[src/rtl/reg_piso_pkg.sv]
// reg_piso_pkg: shared FSM encodings and counter sizing for reg_piso_tx.
// Option: REG_PISO_PARITY_EN enables the even-parity PAR state.
package reg_piso_pkg;

    localparam logic [1:0] ST_IDLE  = 2'd0;
    localparam logic [1:0] ST_SHIFT = 2'd1;
    localparam logic [1:0] ST_PAR   = 2'd2;

    // Bit-counter width: clog2(width), never below one bit.
    function automatic int cnt_w(input int width);
        return (width < 2) ? 1 : $clog2(width);
    endfunction

endpackage

[src/rtl/reg_piso_tx_if.sv]
// reg_piso_tx_if: parallel load handshake and serial output bundle.
// Option: REG_PISO_PARITY_EN changes frame length only, not this bundle.
interface reg_piso_tx_if #(
    parameter int WIDTH = 4
);
    logic             pl_i;
    logic [WIDTH-1:0] din_i;
    logic             din_valid_i;
    logic             ready_o;
    logic             do_o;
    logic             do_valid_o;
    logic             do_last_o;
    logic             busy_o;

    modport master (
        output pl_i, din_i, din_valid_i,
        input  ready_o, do_o, do_valid_o, do_last_o, busy_o
    );

    modport slave (
        input  pl_i, din_i, din_valid_i,
        output ready_o, do_o, do_valid_o, do_last_o, busy_o
    );
endinterface

[src/rtl/reg_piso_cnt.sv]
// reg_piso_cnt: enabled bit counter, terminal count at WIDTH-1.
// Option: REG_PISO_PARITY_EN does not affect this block.
module reg_piso_cnt
    import reg_piso_pkg::*;
#(
    parameter int WIDTH = 4,
    parameter int CW    = cnt_w(WIDTH)
) (
    input  logic          clk,
    input  logic          reset,
    input  logic          clr_i,
    input  logic          en_i,
    output logic [CW-1:0] cnt_o,
    output logic          tc_o
);

    logic [CW-1:0] cnt_q;
    logic [CW-1:0] cnt_d;

    // Clear wins over enable so a load restarts the count at zero.
    always_comb begin
        cnt_d = cnt_q;
        if (clr_i) begin
            cnt_d = '0;
        end else if (en_i) begin
            cnt_d = cnt_q + CW'(1);
        end
    end

    // Count register with synchronous reset.
    always_ff @(posedge clk) begin
        if (reset) begin
            cnt_q <= '0;
        end else begin
            cnt_q <= cnt_d;
        end
    end

    assign cnt_o = cnt_q;
    assign tc_o  = (cnt_q == CW'(WIDTH - 1));

endmodule

[src/rtl/reg_piso_tx.sv]
// reg_piso_tx: parallel-in serial-out transmitter, MSB first.
// Option: REG_PISO_PARITY_EN appends an even-parity bit carrying do_last.
module reg_piso_tx
    import reg_piso_pkg::*;
#(
    parameter int WIDTH = 4
) (
    input  logic         clk,
    input  logic         reset,
    reg_piso_tx_if.slave bus
);

    localparam int CW = cnt_w(WIDTH);

    logic [1:0]       st_q, st_d;
    logic [WIDTH-1:0] sh_q, sh_d;
    logic             do_q, do_d;
    logic             dv_q, dv_d;
    logic             dl_q, dl_d;
    logic             busy_q, busy_d;
    logic             rdy_q, rdy_d;
    logic             cnt_clr;
    logic             cnt_en;
    logic [CW-1:0]    cnt;
    logic             tc;
`ifdef REG_PISO_PARITY_EN
    logic             par_q, par_d;
`endif

    reg_piso_cnt #(
        .WIDTH (WIDTH),
        .CW    (CW)
    ) u_cnt (
        .clk   (clk),
        .reset (reset),
        .clr_i (cnt_clr),
        .en_i  (cnt_en),
        .cnt_o (cnt),
        .tc_o  (tc)
    );

    // Next-state: pl low holds everything, otherwise load/shift/finish.
    always_comb begin
        st_d    = st_q;
        sh_d    = sh_q;
        do_d    = do_q;
        dv_d    = dv_q;
        dl_d    = dl_q;
        busy_d  = busy_q;
        rdy_d   = rdy_q;
        cnt_clr = 1'b0;
        cnt_en  = 1'b0;
`ifdef REG_PISO_PARITY_EN
        par_d   = par_q;
`endif
        if (bus.pl_i) begin
            unique case (st_q)
                ST_IDLE: begin
                    if (bus.din_valid_i) begin
                        sh_d    = bus.din_i;
                        do_d    = bus.din_i[WIDTH-1];
                        dv_d    = 1'b1;
                        dl_d    = 1'b0;
                        busy_d  = 1'b1;
                        rdy_d   = 1'b0;
                        cnt_clr = 1'b1;
                        st_d    = ST_SHIFT;
`ifdef REG_PISO_PARITY_EN
                        par_d   = ^bus.din_i;
`endif
                    end
                end
                ST_SHIFT: begin
                    if (!tc) begin
                        cnt_en = 1'b1;
                        sh_d   = sh_q << 1;
                        do_d   = sh_q[WIDTH-2];
`ifdef REG_PISO_PARITY_EN
                        dl_d   = 1'b0;
`else
                        dl_d   = (cnt == CW'(WIDTH - 2));
`endif
                    end else begin
`ifdef REG_PISO_PARITY_EN
                        do_d = par_q;
                        dl_d = 1'b1;
                        st_d = ST_PAR;
`else
                        do_d    = 1'b0;
                        dv_d    = 1'b0;
                        dl_d    = 1'b0;
                        busy_d  = 1'b0;
                        rdy_d   = 1'b1;
                        cnt_clr = 1'b1;
                        st_d    = ST_IDLE;
`endif
                    end
                end
`ifdef REG_PISO_PARITY_EN
                ST_PAR: begin
                    do_d    = 1'b0;
                    dv_d    = 1'b0;
                    dl_d    = 1'b0;
                    busy_d  = 1'b0;
                    rdy_d   = 1'b1;
                    cnt_clr = 1'b1;
                    st_d    = ST_IDLE;
                end
`endif
                default: begin
                    do_d    = 1'b0;
                    dv_d    = 1'b0;
                    dl_d    = 1'b0;
                    busy_d  = 1'b0;
                    rdy_d   = 1'b1;
                    cnt_clr = 1'b1;
                    st_d    = ST_IDLE;
                end
            endcase
        end
    end

    // State and output registers; reset aborts any frame in flight.
    always_ff @(posedge clk) begin
        if (reset) begin
            st_q   <= ST_IDLE;
            sh_q   <= '0;
            do_q   <= 1'b0;
            dv_q   <= 1'b0;
            dl_q   <= 1'b0;
            busy_q <= 1'b0;
            rdy_q  <= 1'b1;
        end else begin
            st_q   <= st_d;
            sh_q   <= sh_d;
            do_q   <= do_d;
            dv_q   <= dv_d;
            dl_q   <= dl_d;
            busy_q <= busy_d;
            rdy_q  <= rdy_d;
        end
    end

`ifdef REG_PISO_PARITY_EN
    // Parity of the loaded word, captured with the word itself.
    always_ff @(posedge clk) begin
        if (reset) begin
            par_q <= 1'b0;
        end else begin
            par_q <= par_d;
        end
    end
`endif

    assign bus.do_o       = do_q;
    assign bus.do_valid_o = dv_q;
    assign bus.do_last_o  = dl_q;
    assign bus.busy_o     = busy_q;
    assign bus.ready_o    = rdy_q;

endmodule
[src/flat_wrapper.sv]
// flat-port wrapper written by rule: the top's interface ports become plain ports
module reg_piso_tx_flat import reg_piso_pkg::*;
#(
    parameter int WIDTH = 4
)
  (clk, reset, bus_pl_i, bus_din_i, bus_din_valid_i, bus_ready_o, bus_do_o, bus_do_valid_o, bus_do_last_o, bus_busy_o);
  reg_piso_tx_if #(.WIDTH(WIDTH)) bus_i ();
  input  logic clk;
  input  logic reset;
  input wire logic [$bits(bus_i.pl_i)-1:0] bus_pl_i;
  input wire logic [$bits(bus_i.din_i)-1:0] bus_din_i;
  input wire logic [$bits(bus_i.din_valid_i)-1:0] bus_din_valid_i;
  output wire logic [$bits(bus_i.ready_o)-1:0] bus_ready_o;
  output wire logic [$bits(bus_i.do_o)-1:0] bus_do_o;
  output wire logic [$bits(bus_i.do_valid_o)-1:0] bus_do_valid_o;
  output wire logic [$bits(bus_i.do_last_o)-1:0] bus_do_last_o;
  output wire logic [$bits(bus_i.busy_o)-1:0] bus_busy_o;
  assign bus_i.pl_i = bus_pl_i;
  assign bus_i.din_i = bus_din_i;
  assign bus_i.din_valid_i = bus_din_valid_i;
  assign bus_ready_o = bus_i.ready_o;
  assign bus_do_o = bus_i.do_o;
  assign bus_do_valid_o = bus_i.do_valid_o;
  assign bus_do_last_o = bus_i.do_last_o;
  assign bus_busy_o = bus_i.busy_o;
  reg_piso_tx #(.WIDTH(WIDTH)) u_core (.clk(clk), .reset(reset), .bus(bus_i));
endmodule
[config.mk]
export PLATFORM = sky130hd
export DESIGN_NAME = reg_piso_tx_flat
export DESIGN_NICKNAME = d
export VERILOG_FILES = /design/src/rtl/reg_piso_pkg.sv /design/src/rtl/reg_piso_tx_if.sv /design/src/rtl/reg_piso_cnt.sv /design/src/rtl/reg_piso_tx.sv /design/src/flat_wrapper.sv
export SDC_FILE = /design/constraint.sdc
export NUM_CORES = 1
export LEC_CHECK = 0
export BUFFER_PORTS_ARGS = -buffer_cell sky130_fd_sc_hd__buf_4
export CAP_MARGIN = 20
export CORE_AREA = 2 2 39 41
export DETAILED_ROUTE_END_ITERATION = 12
export DIE_AREA = 0 0 41 43
export PLACE_DENSITY_LB_ADDON = 0.25
export SYNTH_ARGS = -nofsm -noshare
export SYNTH_HDL_FRONTEND = slang
export SYNTH_SLANG_ARGS = --single-unit
[constraint.sdc]
create_clock -name clk -period 1.6 [get_ports clk]
set_clock_uncertainty 0.05 [all_clocks]
set_input_delay 0 -clock clk [delete_from_list [all_inputs] [get_ports clk]]
set_output_delay 0 -clock clk [all_outputs]
set_load 0.005 [all_outputs]
==> results.tsv, run 1 <==
metric	value	unit
outcome	completed	
count leader, synth	dfxtp_1	
initial antenna violation count	0	
Pwr Density	827	mW/mm²
VDD IR max	288	µV
Crit. End Element	flop	
CTS tree	done	
1st-pass router iterations	4	
Yosys top cell area share	37.4	%
first-pass GRT wire length	1.71	mm
Num CTS Buffers	3	
Tot GR Track Use	15.4	%
die height	43	µm
fmax	0.688	GHz
Reg clk slew, reported paths	0.06	ns
switching power	131	µW
# clock sinks	9	
Die Wd	41	µm
Routed Antenna Nets	0	
largest net degree at the start of global routing	12	
residual DRC count	0	
max-cap violations	0	
kind of critical path	reg2reg	
Sw Share	25.3	%
Initial Util	34.8	%
Synth cell types	28	
Synth warnings	0	
Commonest cells post-synth	dfxtp_1, a21oi_1, nor2_1	
P_leak	0.000269	µW
Post-Route WL	1.04	mm
Min Clock Period, post-route	1.45	ns
Synth Cell Area	482	µm²
gr ovfl total	0	
fin nets	81	
top fanout value on the critical path	5	
number of global-route vias before repair	413	
Critical Path RT	1.74	ns
Final HPWL DP	749	µm
Synth Net Count	64	
htree depth	1	
drt via density	5.12	
register share of total power	48.1	%
CTS Root Cell	clkbuf_4	
Placed Area	579	µm²
die area	0.00176	mm²
EDFF count, synth	0	
total core area	0.00138	mm²
Yosys reg bits	9	
reg-to-reg slack, setup	0.15	ns
ANT cells	0	
routability cong.	0.747	
initial DRC count	6	
Final Max Tran Viols	0	
Relative slew margins	82.1	%
Post-Layout Cell Count	85	
Critical Path AT	1.60	ns
# setup viols final	0	
utilization after layout	45.2	%
post-synthesis sequential area ratio	37.4	%
std cell rows	14	
RSZ-0062 raised after global routing	false	
most common flop cell mapped by yosys	dfxtp_1	
cell taking the most area after synthesis	dfxtp_1	
share of total power in combinational logic	17.8	%
Final Instance Area	626	µm²
Avg Inst Size Synth	9.09	µm²
slowest CP cell	dfxtp_1	
# resized after CTS	0	
FFs w/ async S/R, synth	0	%
Final Hold Viols	0	
Worst-Skew Late Latency	0.26	ns
Clock power frac	34.2	%
Slew @ Worst Pin	0.268	ns
Routed WL per cell	12.2	µm
Final Power	517	µW
Final Cycle Share	90.9	%
Max stage delay on crit path	0.35	ns
DR vias	435	
crit-path cells	ha_1 -> a21bo_2 -> or3_1 -> a21oi_1	
share of cells above drive strength 1	31.9	%
top cells by area, synth	dfxtp_1, ha_1, a21oi_1, mux2i_1, o21ai_0	
HP Class	in2reg	
Placed Cells incl. Taps	79	
Setup TNS	0	ns
Syn Inst Count	53	
P&R area growth vs syn	29.9	%
port buffer count	12	
Boundary Pins	13	
cell internal pwr	387	µW
Worst setup SP type	flop	
Longest Clk Path Bufs	2	
## path summary, 6_finish.rpt
| kind | from | endpoint | depth (start not counted) |
|---|---|---|---|
| worst max-delay path | u_core.u_cnt.cnt_o[0] | u_core.sh_q[1] | 4 |
| worst max register to register | u_core.u_cnt.cnt_o[0] | u_core.sh_q[1] | 4 |
| worst min-delay path | bus_din_valid_i | u_core.st_q[0] | 3 |
| worst min register to register | u_core.bus.do_o | u_core.bus.do_o | 2 |
## layout by cell type (no fill, tap or decap), types with 2 or more instances in the layout
cell type / count
ha_1: 3
nand2_1: 3
o21ai_0: 3
mux2i_1: 2
dlygate4sd3_1: 2
inv_1: 2
clkbuf_4: 3
or3_1: 2
dfxtp_1: 9
nor2_1: 4
buf_4: 14
a21oi_1: 6
## layout make-up
cell class | count | area [µm²]
Fill cell | 143 | 758
Multi-Input combinational cell | 38 | 267
Sequential cell | 9 | 180
Timing Repair Buffer | 16 | 125
Clock buffer | 4 | 26.3
Tap cell | 16 | 20.0
Inverter | 2 | 7.51
## flip-flops by register name (all words and copies together), names as in the netlist
signal,flops
u_core.st_q,1
u_core.bus.do_o,1
u_core.bus.do_last_o,1
u_core.u_cnt.cnt_o,2
u_core.bus.ready_o,1
u_core.sh_q,3
## per-stage QoR
| step | hold slack [ns] | setup slack [ns] |
|---|---|---|
| floorplan | 0.155 | 0.261 |
| CTS | 0.0389 | 0.143 |
| finish | 0.0452 | 0.146 |
| global placement | 0.184 | 0.228 |
| global route | 0.0508 | 0.0769 |
| detailed placement | 0.189 | 0.169 |
## power by group through the flow
| stage | Combinational [µW] | Clock [µW] | Sequential, µW |
|---|---|---|---|
| final | 91.9 | 177 | 249 |
| after global routing | 101 | 202 | 250 |
| after CTS | 92.7 | 186 | 249 |
| after detailed placement | 88.2 | 0 | 254 |
| after global placement | 87.2 | 0 | 254 |
| after floorplan | 53.2 | 0 | 252 |
## metal layers
layer | global-route usage (%) | share of wire, % | up-vias
met2 | 20.9 | 46 | 12
met4 | 14.0 | 3.7 | 0
met3 | 6.28 | 6.0 | 4
met1 | 17.1 | 45 | 197
met5 | 0 | 0 | -
li1 | - | - | 222
## critical path, delay by kind of cell (launching register included)
family / cells / cell delay [ns]
AOI/OAI and AO/OA: 2 / 0.40
DFF: 1 / 0.35
adders and majority gates: 1 / 0.24
and+or+nand+nor: 1 / 0.35
## logic make-up after synthesis
logic type                 after synthesis  synth area share, %
adders and majority gates                3                 7.79
and+or+nand+nor                         13                 13.8
xor gates and xnor gates                 1                 1.82
buffers and inverters                    6                 7.27
AOI/OAI and AO/OA                       18                 25.5
DFF                                      9                 37.4
muxes                                    3                 6.49
## repair_timing
item / in CTS / in global routing
buffers inserted: 0 / 0
hold buffers: 2 / 0
hold endpoints to repair: 7 / 0
No activity file was read; power rests on OpenSTA's default activity.
==> run 2: changes to the inputs <==
--- a/config.mk
+++ b/config.mk
@@ -10,6 +10,7 @@
 export CORE_AREA = 2 2 39 41
 export DETAILED_ROUTE_END_ITERATION = 12
 export DIE_AREA = 0 0 41 43
+export HOLD_SLACK_MARGIN = 0.12
 export PLACE_DENSITY_LB_ADDON = 0.25
 export SYNTH_ARGS = -nofsm -noshare
 export SYNTH_HDL_FRONTEND = slang
==> run 2 against run 1 <==
  * Via count up 1.6%
  * Register-to-register slack about the same
  * Non-clock buffer count rose by 2
  * Critical path depth stayed put
  * Final cell count rose by 2.4%
  * Die area did not move
  * Clock power about the same
  * Utilization grew 1.4 points
==> results.tsv, run 2 (synthesis gave the netlist of run 1 again) <==
metric	value	unit
fmax	0.688	GHz
P_leak	0.000278	µW
CP Launch Point	u_core.u_cnt.cnt_o[0]	
Min Clock Period, post-route	1.45	ns
1st-pass router iterations	4	
kind of critical path	reg2reg	
Post-Layout Cell Count	87	
worst r2r path cells	4	
share of cells above drive strength 1	31.0	%
reg-to-reg slack, setup	0.15	ns
VDD IR max	289	µV
ANT cells	0	
Crit. End Element	flop	
htree depth	1	
Boundary Pins	13	
fin nets	83	
initial DRC count	7	
Seq. cell area	180	µm²
gr ovfl total	0	
first-pass GRT wire length	1.74	mm
most frequent cells in the layout	buf_4, dfxtp_1, a21oi_1	
Worst setup SP type	flop	
largest register by flop count	u_core.sh_q	
number of global-route vias before repair	415	
Placed Cells incl. Taps	79	
max reg flops	3	
Final HPWL DP	749	µm
P&R area growth vs syn	34.0	%
routability cong.	0.747	
most common cell after layout, fill and taps aside	buf_4	
Final Max Tran Viols	0	
fillers	139	
total core area	0.00138	mm²
Setup TNS	0	ns
worst reg2reg endpoint	u_core.sh_q[1]	
Critical Path RT	1.75	ns
# clock sinks	9	
Die Wd	41	µm
RSZ-0062 raised after global routing	false	
Routed Antenna Nets	0	
Relative slew margins	82.1	%
initial antenna violation count	0	
Critical Path AT	1.60	ns
Longest Clk Path Bufs	2	
Worst-Skew Late Latency	0.26	ns
Post-Route WL	1.05	mm
Multi-input gate area	267	µm²
Tot GR Track Use	15.6	%
drt via density	5.08	
Pwr Density	809	mW/mm²
Reg clk slew, reported paths	0.06	ns
largest net degree at the start of global routing	12	
port buffer count	12	
worst reg2reg startpoint	u_core.u_cnt.cnt_o[0]	
CTS Root Cell	clkbuf_4	
std cell rows	14	
outcome	completed	
die area	0.00176	mm²
die height	43	µm
residual DRC count	0	
max-cap violations	0	
Slew @ Worst Pin	0.267	ns
Routed WL per cell	12.0	µm
Final Cycle Share	90.8	%
HP Class	in2reg	
# setup viols final	0	
Initial Util	34.8	%
Num CTS Buffers	3	
DR vias	442	
Final Hold Viols	0	
CTS tree	done	
top fanout value on the critical path	5	
CP endpoint	u_core.sh_q[1]	
# resized after CTS	0	
## run 2: changes by cell type in the layout (fill, tap and decap cells not counted), sizes merged
cell / previous run / this run
dlygate4sd3: 2 / 4
## run 2: per-layer routing
metal  global-route usage [%]  part of all wire, %  vias to the layer above
li1                         -                    -                      225
met1                     17.8                   45                      201
met2                     20.9                   45                       12
met3                     6.28                  5.9                        4
met4                     14.0                  3.6                        0
met5                        0                    0                        -
## run 2: how the worst min path moves through the flow
| stage | from | to | cells after the start |
|---|---|---|---|
| global placement | reset | u_core.sh_q[2] | 2 |
| global route | bus_din_i[1] | u_core.sh_q[1] | 4 |
| floorplan | bus_din_valid_i | u_core.st_q[0] | 2 |
| finish | bus_din_i[2] | u_core.sh_q[2] | 4 |
| CTS | bus_din_i[1] | u_core.sh_q[1] | 4 |
| detailed placement | reset | u_core.sh_q[0] | 2 |
## run 2: metrics by stage
| step | utilization (%) | setup slack (ns) | hold WS, ns | cell area (µm²) | power, µW |
|---|---|---|---|---|---|
| global route | 46.7 | 0.0769 | 0.136 | 646 | 558 |
| floorplan | - | 0.261 | 0.155 | 482 | 305 |
| global placement | 41.9 | 0.228 | 0.184 | 579 | 341 |
| CTS | 46.7 | 0.143 | 0.129 | 646 | 531 |
| finish | 46.7 | 0.147 | 0.133 | 646 | 522 |
| detailed placement | 41.9 | 0.169 | 0.189 | 579 | 342 |
## run 2: timing repair
| action | in CTS | in global routing |
|---|---|---|
| endpoints found under the hold margin | 9 | 0 |
| buffers inserted | 0 | 0 |
| hold buffers | 4 | 0 |
## run 2: power by group
group | internal, µW | switching, µW
combinational | 56.4 | 39.3
clock | 96.3 | 81.5
sequential | 237 | 11.6
## run 2: final cells by class
cell class              count  share of cell area [%]
clock buffers               4                    4.07
inverters                   2                    1.16
multi-input cells          38                    41.3
flip-flops and latches      9                    27.9
well taps                  16                    3.10
repair buffers             18                    22.5
## run 2: worst max-delay path, cell delays in order, from the launching register on
cell	delay, ns
dfxtp_1	0.35
ha_1	0.24
a21bo_2	0.25
or3_1	0.35
a21oi_1	0.15
